File: src/rtl/fetch_queue_pkg.sv
// Shared definitions for the two-wide IF->ID fetch queue.
// Depth helper, lane count and the stored entry layout.
package fetch_queue_pkg;

    localparam int MAX_LANES = 2;
    localparam int FQ_DATA_W = 32;
    localparam int FQ_TAG_W  = 32;

    typedef struct packed {
        logic [FQ_TAG_W-1:0]  tag;
        logic [FQ_DATA_W-1:0] data;
    } fq_entry_t;

    function automatic int fq_depth(input int aw);
        return 1 << aw;
    endfunction

endpackage

File: src/rtl/fetch_queue_ram.sv
// Fetch queue storage: DEPTH x EW register file, no reset.
// Ports: CLK; we0/we1 + waddr/wdata write ports; raddr0/1 -> rdata0/1 async.
module fetch_queue_ram
    import fetch_queue_pkg::*;
#(
    parameter int EW         = 64,
    parameter int ADDR_WIDTH = 4
) (
    input  logic                  CLK,
    input  logic                  we0,
    input  logic                  we1,
    input  logic [ADDR_WIDTH-1:0] waddr0,
    input  logic [ADDR_WIDTH-1:0] waddr1,
    input  logic [EW-1:0]         wdata0,
    input  logic [EW-1:0]         wdata1,
    input  logic [ADDR_WIDTH-1:0] raddr0,
    input  logic [ADDR_WIDTH-1:0] raddr1,
    output logic [EW-1:0]         rdata0,
    output logic [EW-1:0]         rdata1
);

    localparam int DEPTH = fq_depth(ADDR_WIDTH);

    logic [EW-1:0] mem_q [DEPTH];

    // The two write addresses are always consecutive, so never equal.
    always_ff @(posedge CLK) begin
        if (we0) mem_q[waddr0] <= wdata0;
        if (we1) mem_q[waddr1] <= wdata1;
    end

    assign rdata0 = mem_q[raddr0];
    assign rdata1 = mem_q[raddr1];

endmodule

File: src/rtl/fetch_queue_2w.sv
// Two-wide fetch queue: push 0..2 words from IF, pop 0..2 show-ahead to ID.
// Ports: CLK/RESET/FREEZE/flush, push_*, pop_cnt, head_*, count/flags, errors.
module fetch_queue_2w
    import fetch_queue_pkg::*;
#(
    parameter int DATA_WIDTH = 32,
    parameter int TAG_WIDTH  = 32,
    parameter int ADDR_WIDTH = 4,
    parameter int SHOW_DEBUG = 0
) (
    input  logic                  CLK,
    input  logic                  RESET,
    input  logic                  FREEZE,
    input  logic                  flush,
    input  logic [1:0]            push_cnt,
    input  logic [DATA_WIDTH-1:0] push_data0,
    input  logic [DATA_WIDTH-1:0] push_data1,
    input  logic [TAG_WIDTH-1:0]  push_tag0,
    input  logic [TAG_WIDTH-1:0]  push_tag1,
    input  logic [1:0]            pop_cnt,
    output logic [DATA_WIDTH-1:0] head_data0,
    output logic [DATA_WIDTH-1:0] head_data1,
    output logic [TAG_WIDTH-1:0]  head_tag0,
    output logic [TAG_WIDTH-1:0]  head_tag1,
    output logic                  head_valid0,
    output logic                  head_valid1,
    output logic [ADDR_WIDTH:0]   count,
    output logic                  full,
    output logic                  almost_full,
    output logic                  empty,
    output logic                  overflow_err,
    output logic                  underflow_err
);

    localparam int EW    = TAG_WIDTH + DATA_WIDTH;
    localparam int DEPTH = fq_depth(ADDR_WIDTH);

    typedef logic [ADDR_WIDTH-1:0] ptr_t;
    typedef logic [ADDR_WIDTH:0]   cnt_t;

    localparam cnt_t DEPTH_C = cnt_t'(DEPTH);

    // Event tracing is a feature of the behavioural model only.
    if (SHOW_DEBUG != 0) begin : g_dbg
    end

    ptr_t wr_q, wr_d;
    ptr_t rd_q, rd_d;
    cnt_t cnt_q, cnt_d;
    logic ovf_q, ovf_d;
    logic unf_q, unf_d;

    logic    we0, we1;
    logic [EW-1:0] rdata0, rdata1;

    cnt_t free_w;
    logic push_ill, pop_ill;
    cnt_t push_n, pop_n, eff_pop;
    logic push_ok, pop_short;

    // Room is judged on pre-edge occupancy; same-cycle pops free nothing.
    assign free_w    = DEPTH_C - cnt_q;
    assign push_ill  = push_cnt > 2'(MAX_LANES);
    assign pop_ill   = pop_cnt > 2'(MAX_LANES);
    assign push_n    = push_ill ? '0 : cnt_t'(push_cnt);
    assign pop_n     = pop_ill ? '0 : cnt_t'(pop_cnt);
    assign push_ok   = push_n <= free_w;
    assign pop_short = pop_n > cnt_q;
    assign eff_pop   = pop_short ? cnt_q : pop_n;

    always_comb begin
        wr_d  = wr_q;
        rd_d  = rd_q;
        cnt_d = cnt_q;
        ovf_d = 1'b0;
        unf_d = 1'b0;
        we0   = 1'b0;
        we1   = 1'b0;
        if (flush) begin
            rd_d  = wr_q;
            cnt_d = '0;
        end else if (!FREEZE) begin
            if (push_ok) begin
                we0  = push_n >= cnt_t'(1);
                we1  = push_n == cnt_t'(2);
                wr_d = wr_q + ptr_t'(push_n);
            end
            ovf_d = push_ill | !push_ok;
            unf_d = pop_ill | pop_short;
            rd_d  = rd_q + ptr_t'(eff_pop);
            cnt_d = cnt_q + (push_ok ? push_n : '0) - eff_pop;
        end
    end

    always_ff @(posedge CLK or negedge RESET) begin
        if (!RESET) begin
            wr_q  <= '0;
            rd_q  <= '0;
            cnt_q <= '0;
            ovf_q <= 1'b0;
            unf_q <= 1'b0;
        end else begin
            wr_q  <= wr_d;
            rd_q  <= rd_d;
            cnt_q <= cnt_d;
            ovf_q <= ovf_d;
            unf_q <= unf_d;
        end
    end

    fetch_queue_ram #(
        .EW         (EW),
        .ADDR_WIDTH (ADDR_WIDTH)
    ) u_ram (
        .CLK    (CLK),
        .we0    (we0),
        .we1    (we1),
        .waddr0 (wr_q),
        .waddr1 (wr_q + ptr_t'(1)),
        .wdata0 ({push_tag0, push_data0}),
        .wdata1 ({push_tag1, push_data1}),
        .raddr0 (rd_q),
        .raddr1 (rd_q + ptr_t'(1)),
        .rdata0 (rdata0),
        .rdata1 (rdata1)
    );

    assign head_valid0 = cnt_q != '0;
    assign head_valid1 = cnt_q > cnt_t'(1);

    // Unoccupied slots hold stale or unreset data; never expose it.
    assign head_data0 = head_valid0 ? rdata0[DATA_WIDTH-1:0] : '0;
    assign head_tag0  = head_valid0 ? rdata0[EW-1:DATA_WIDTH] : '0;
    assign head_data1 = head_valid1 ? rdata1[DATA_WIDTH-1:0] : '0;
    assign head_tag1  = head_valid1 ? rdata1[EW-1:DATA_WIDTH] : '0;

    assign count         = cnt_q;
    assign full          = cnt_q == DEPTH_C;
    assign almost_full   = free_w < cnt_t'(2);
    assign empty         = cnt_q == '0;
    assign overflow_err  = ovf_q;
    assign underflow_err = unf_q;

endmodule

File: config.mk
export PLATFORM = sky130hd
export DESIGN_NAME = fetch_queue_2w
export DESIGN_NICKNAME = d
export VERILOG_FILES = /design/src/rtl/fetch_queue_pkg.sv /design/src/rtl/fetch_queue_ram.sv /design/src/rtl/fetch_queue_2w.sv
export SDC_FILE = /design/constraint.sdc
export NUM_CORES = 2
export LEC_CHECK = 0
export ABC_AREA = 1
export CORE_MARGIN = 8
export CORE_UTILIZATION = 30
export CTS_BUF_LIST = sky130_fd_sc_hd__clkbuf_4 sky130_fd_sc_hd__clkbuf_8
export CTS_CLUSTER_DIAMETER = 50
export DETAILED_ROUTE_END_ITERATION = 7
export PLACE_DENSITY = 0.53
export REMOVE_ABC_BUFFERS = 1
export SETUP_SLACK_MARGIN = 0.1
export SLEW_MARGIN = 40
export SYNTH_ARGS = -nofsm -noshare
export SYNTH_HDL_FRONTEND = slang
export SYNTH_HIERARCHICAL = 1
export SYNTH_SLANG_ARGS = --single-unit
File: constraint.sdc
create_clock -name CLK -period 9.1 [get_ports CLK]
set_input_delay 1.82 -clock CLK [delete_from_list [all_inputs] [get_ports CLK]]
set_output_delay 1.82 -clock CLK [all_outputs]
set_load 0.02 [all_outputs]
==> reports/qor.yml <==
layout:
  ff_latch_area_um2: 31140
  drive_gt1_share_pct: 5.264
  stdcell_area_um2: 75910
  multi_input_area_um2: 28140
  fill_cells: 23450
  syn_to_final_growth_pct: 12.96
  nets: 9388
placement:
  dpl.hpwl_um: 150600
  dpl_cell_area_um2: 71840
  io_buffers: 275
  gp_congestion: 0.8049
  pre_cts_slack_ns: 2.306
detailed_routing:
  post-route-drc-count: 0
  route.antenna.remaining_nets: 0
  drt_pass1_iterations: 6
  num_vias: 65150
  wl_um: 276500
  drt-wirelength-per-cell_um: 22.34
  drtIter0Drc: 7349
  viasPerCell: 5.265
sta:
  skew_ns: 0.05400
  slew_violations: 0
  worst_slew_margin_rel_pct: 32.45
  setup_viol: 0
  finalCritPeriodShare_pct: 81.42
  tightestPinTransition_ns: 1.013
  setup_tns_ns: 0
  max_freq_ghz: 0.1350
  fin_crit_ns: 7.409
  grt_setup_unrepaired: "no"
  hold-worst-slack_ns: 0.6906
  hold_viol_final: 0
  worst_slack_ns: 1.691
run:
  cap_violations: 0
pwr:
  peakVddDrop_mv: 0.3294
  p_total_mw: 24.38
  p_leak_nw: 34.73
  power.density_nw_per_um2: 321.1
yosys:
  synth.avg_cell_area_um2: 7.081
  yosysSeqAreaShare_pct: 46.31
  ys_seq_elements: 1039
  synthCells: 9491
  yosysUniqueCellTypes: 32
  ys_warn_count: 6
  netlist_area_um2: 67200
die:
  core_um2: 222500
  rows: 173
  start_util_pct: 30.20
  die_h_um: 489.3
  io_pins: 276
  die_area_um2: 239400
  fp.dieW_um: 489.3
setup_path:
  r2r_slack_ns: 3.87
  timing.rr.end: "u_ram/mem_q[9][14]"
  crit_required_ns: 7.28
  critPathMaxStageDelay_ns: 0.93
  crit_buf_inv: 4
  worst_setup_path_end_kind: "output pin"
  r2r_cells: 16
  r2r_start: "count[0]"
  cp_data_arrival_time_ns: 5.59
  path_cells: "nand3_1 -> xor2_4 -> buf_4 -> buf_4 -> nand3_1 -> nand2_1 -> inv_1 -> nor2_1 -> clkdlybuf4s50_1"
  crit_fanout: 40
  cpMaxStageDelayCell: "dfrtp_4"
  cpLargestDelayFamily: "buffers and inverters"
  worstSetupPathType: "reg -> out"
  start_kind: "register"
global_route:
  grt_pass1_wl_um: 402900
  gr-total-overflow: 0
  grt_max_degree: 171
  antenna_found_initial: 25
  track_usage_pct: 22.10
  grt_pass1_vias: 62680
clock_tree:
  cts_setup_buffers: 0
  clk_latency_ns: 0.97
  cts.sinks: 1039
  root_buffer: "clkbuf_8"
  cts_resized: 0
  path_clk_slew_ns: 0.06
  clockBufferDepth: 3
  cts_max_level: 4
  numCtsBuffers: 199
  hold_buffers: 0
  cts_tree: "yes"
hold_path:
  hold_path_class: "reg -> reg"
  min-delay-start: "wr_q[3]"
  hold_depth: 2
  min_to: "wr_q[3]"
status:
  status: "completed"
cells in the final DEF (no fill, tap or decap), types with 24 or more instances in the layout:
master / synthesis / layout
nand2_1: 3197 / 3186
nand3_1: 1814 / 1810
inv_1: 1264 / 1259
edfxtp_1: 1024 / 1024
o21ai_0: 958 / 943
clkdlybuf4s50_1: 0 / 266
nor2_1: 212 / 209
clkbuf_8: 0 / 200
a21oi_1: 72 / 72
clkbuf_4: 0 / 59
buf_4: 0 / 55
clkinv_1: 0 / 49
buf_6: 6 / 26
clkinv_2: 0 / 24
area by class of cell:
cell class | count | area share [%]
repair buffers | 388 | 5.383
inverters | 1270 | 6.385
clock inverters | 102 | 0.9906
well taps | 2975 | 4.903
diodes | 14 | 0.04615
flip-flops and latches | 1039 | 41.02
clock buffers | 259 | 4.209
multi-input cells | 6327 | 37.06
Yosys cell counts:
library cell,number,share of area (%)
nand2_1,3197,18
nand3_1,1814,14
inv_1,1264,7.1
edfxtp_1,1024,46
o21ai_0,958,7.1
clkbuf_1,404,2.3
buf_2,275,2.0
nor2_1,212,1.2
buf_1,168,0.94
a21oi_1,72,0.54
ha_1,23,0.43
o21ai_1,21,0.16
dfrtp_1,15,0.56
buf_6,6,0.10
inv_2,6,0.034
xor2_1,5,0.065
fa_1,4,0.12
o21bai_1,3,0.034
o22ai_1,3,0.028
clkbuf_2,2,0.015
nor2_2,2,0.019
o211ai_1,2,0.022
xnor2_1,2,0.026
a21o_1,1,0.011
a21oi_2,1,0.013
conb_1,1,0.0056
nand2_2,1,0.0093
nand2_4,1,0.017
nor3_2,1,0.015
nor3_4,1,0.024
nor4_1,1,0.0093
o221ai_1,1,0.013
tightest hold or removal path: cells and delay by family, from the launching register on:
family           cells  cell delay, ns
AND/OR/NAND/NOR      2            0.15
flip-flops           1            0.50
through the flow:
stage / instances / utilization (%)
2_1_floorplan: 8636 / -
3_3_place_gp: 11980 / 32.13
3_5_place_dp: 12000 / 32.28
4_1_cts: 12360 / 34.06
5_1_grt: 12370 / 34.11
6_report: 12370 / 34.12
worst max-delay path by stage:
| stage | startpoint | to | slack [ns] | cells past startpoint |
|---|---|---|---|---|
| after floorplan | rd_q[0] | head_data1[21] | -23.95 | 9 |
| final | rd_q[1] | head_data1[27] | 1.69 | 9 |
| after global placement | push_cnt[0] | u_ram/mem_q[1][1] | 2.03 | 16 |
| after CTS | rd_q[1] | head_tag1[6] | 1.73 | 9 |
| after detailed placement | push_cnt[0] | u_ram/mem_q[1][14] | 2.31 | 16 |
| after global routing | rd_q[1] | head_tag1[6] | 1.65 | 9 |
flip-flops by register name (all words and copies together), names as in the netlist:
name / count
count: 5
overflow_err: 1
rd_q: 4
u_ram/mem_q: 1024
underflow_err: 1
wr_q: 4
per-layer routing:
layer  global-route usage [%]  part of all wire, %
met5                        0                0.041
met4                    10.53                  4.9
met3                    4.704                  9.9
met2                    34.83                   44
met1                    28.94                   41
power by group:
group	internal [mW]	leakage (nW)	switching (mW)
clock	2.55	2.04	2.23
combinational	4.10	23.3	9.78
sequential	5.51	9.41	0.203
total	12.2	34.7	12.2
kinds of logic (layout without fill, tap and decap cells):
| family | after synthesis | in the layout | share of synthesized area, % |
|---|---|---|---|
| adders and majority gates | 27 | 27 | 0.5474 |
| AOI/OAI and AO/OA | 1062 | 1062 | 7.948 |
| other | 1 | 15 | 0.005580 |
| buffers and inverters | 2125 | 2019 | 12.45 |
| xor gates and xnor gates | 7 | 7 | 0.09123 |
| and+or+nand+nor | 5230 | 5230 | 32.64 |
| DFF | 1039 | 1039 | 46.31 |
No activity file was read; power rests on OpenSTA's default activity.
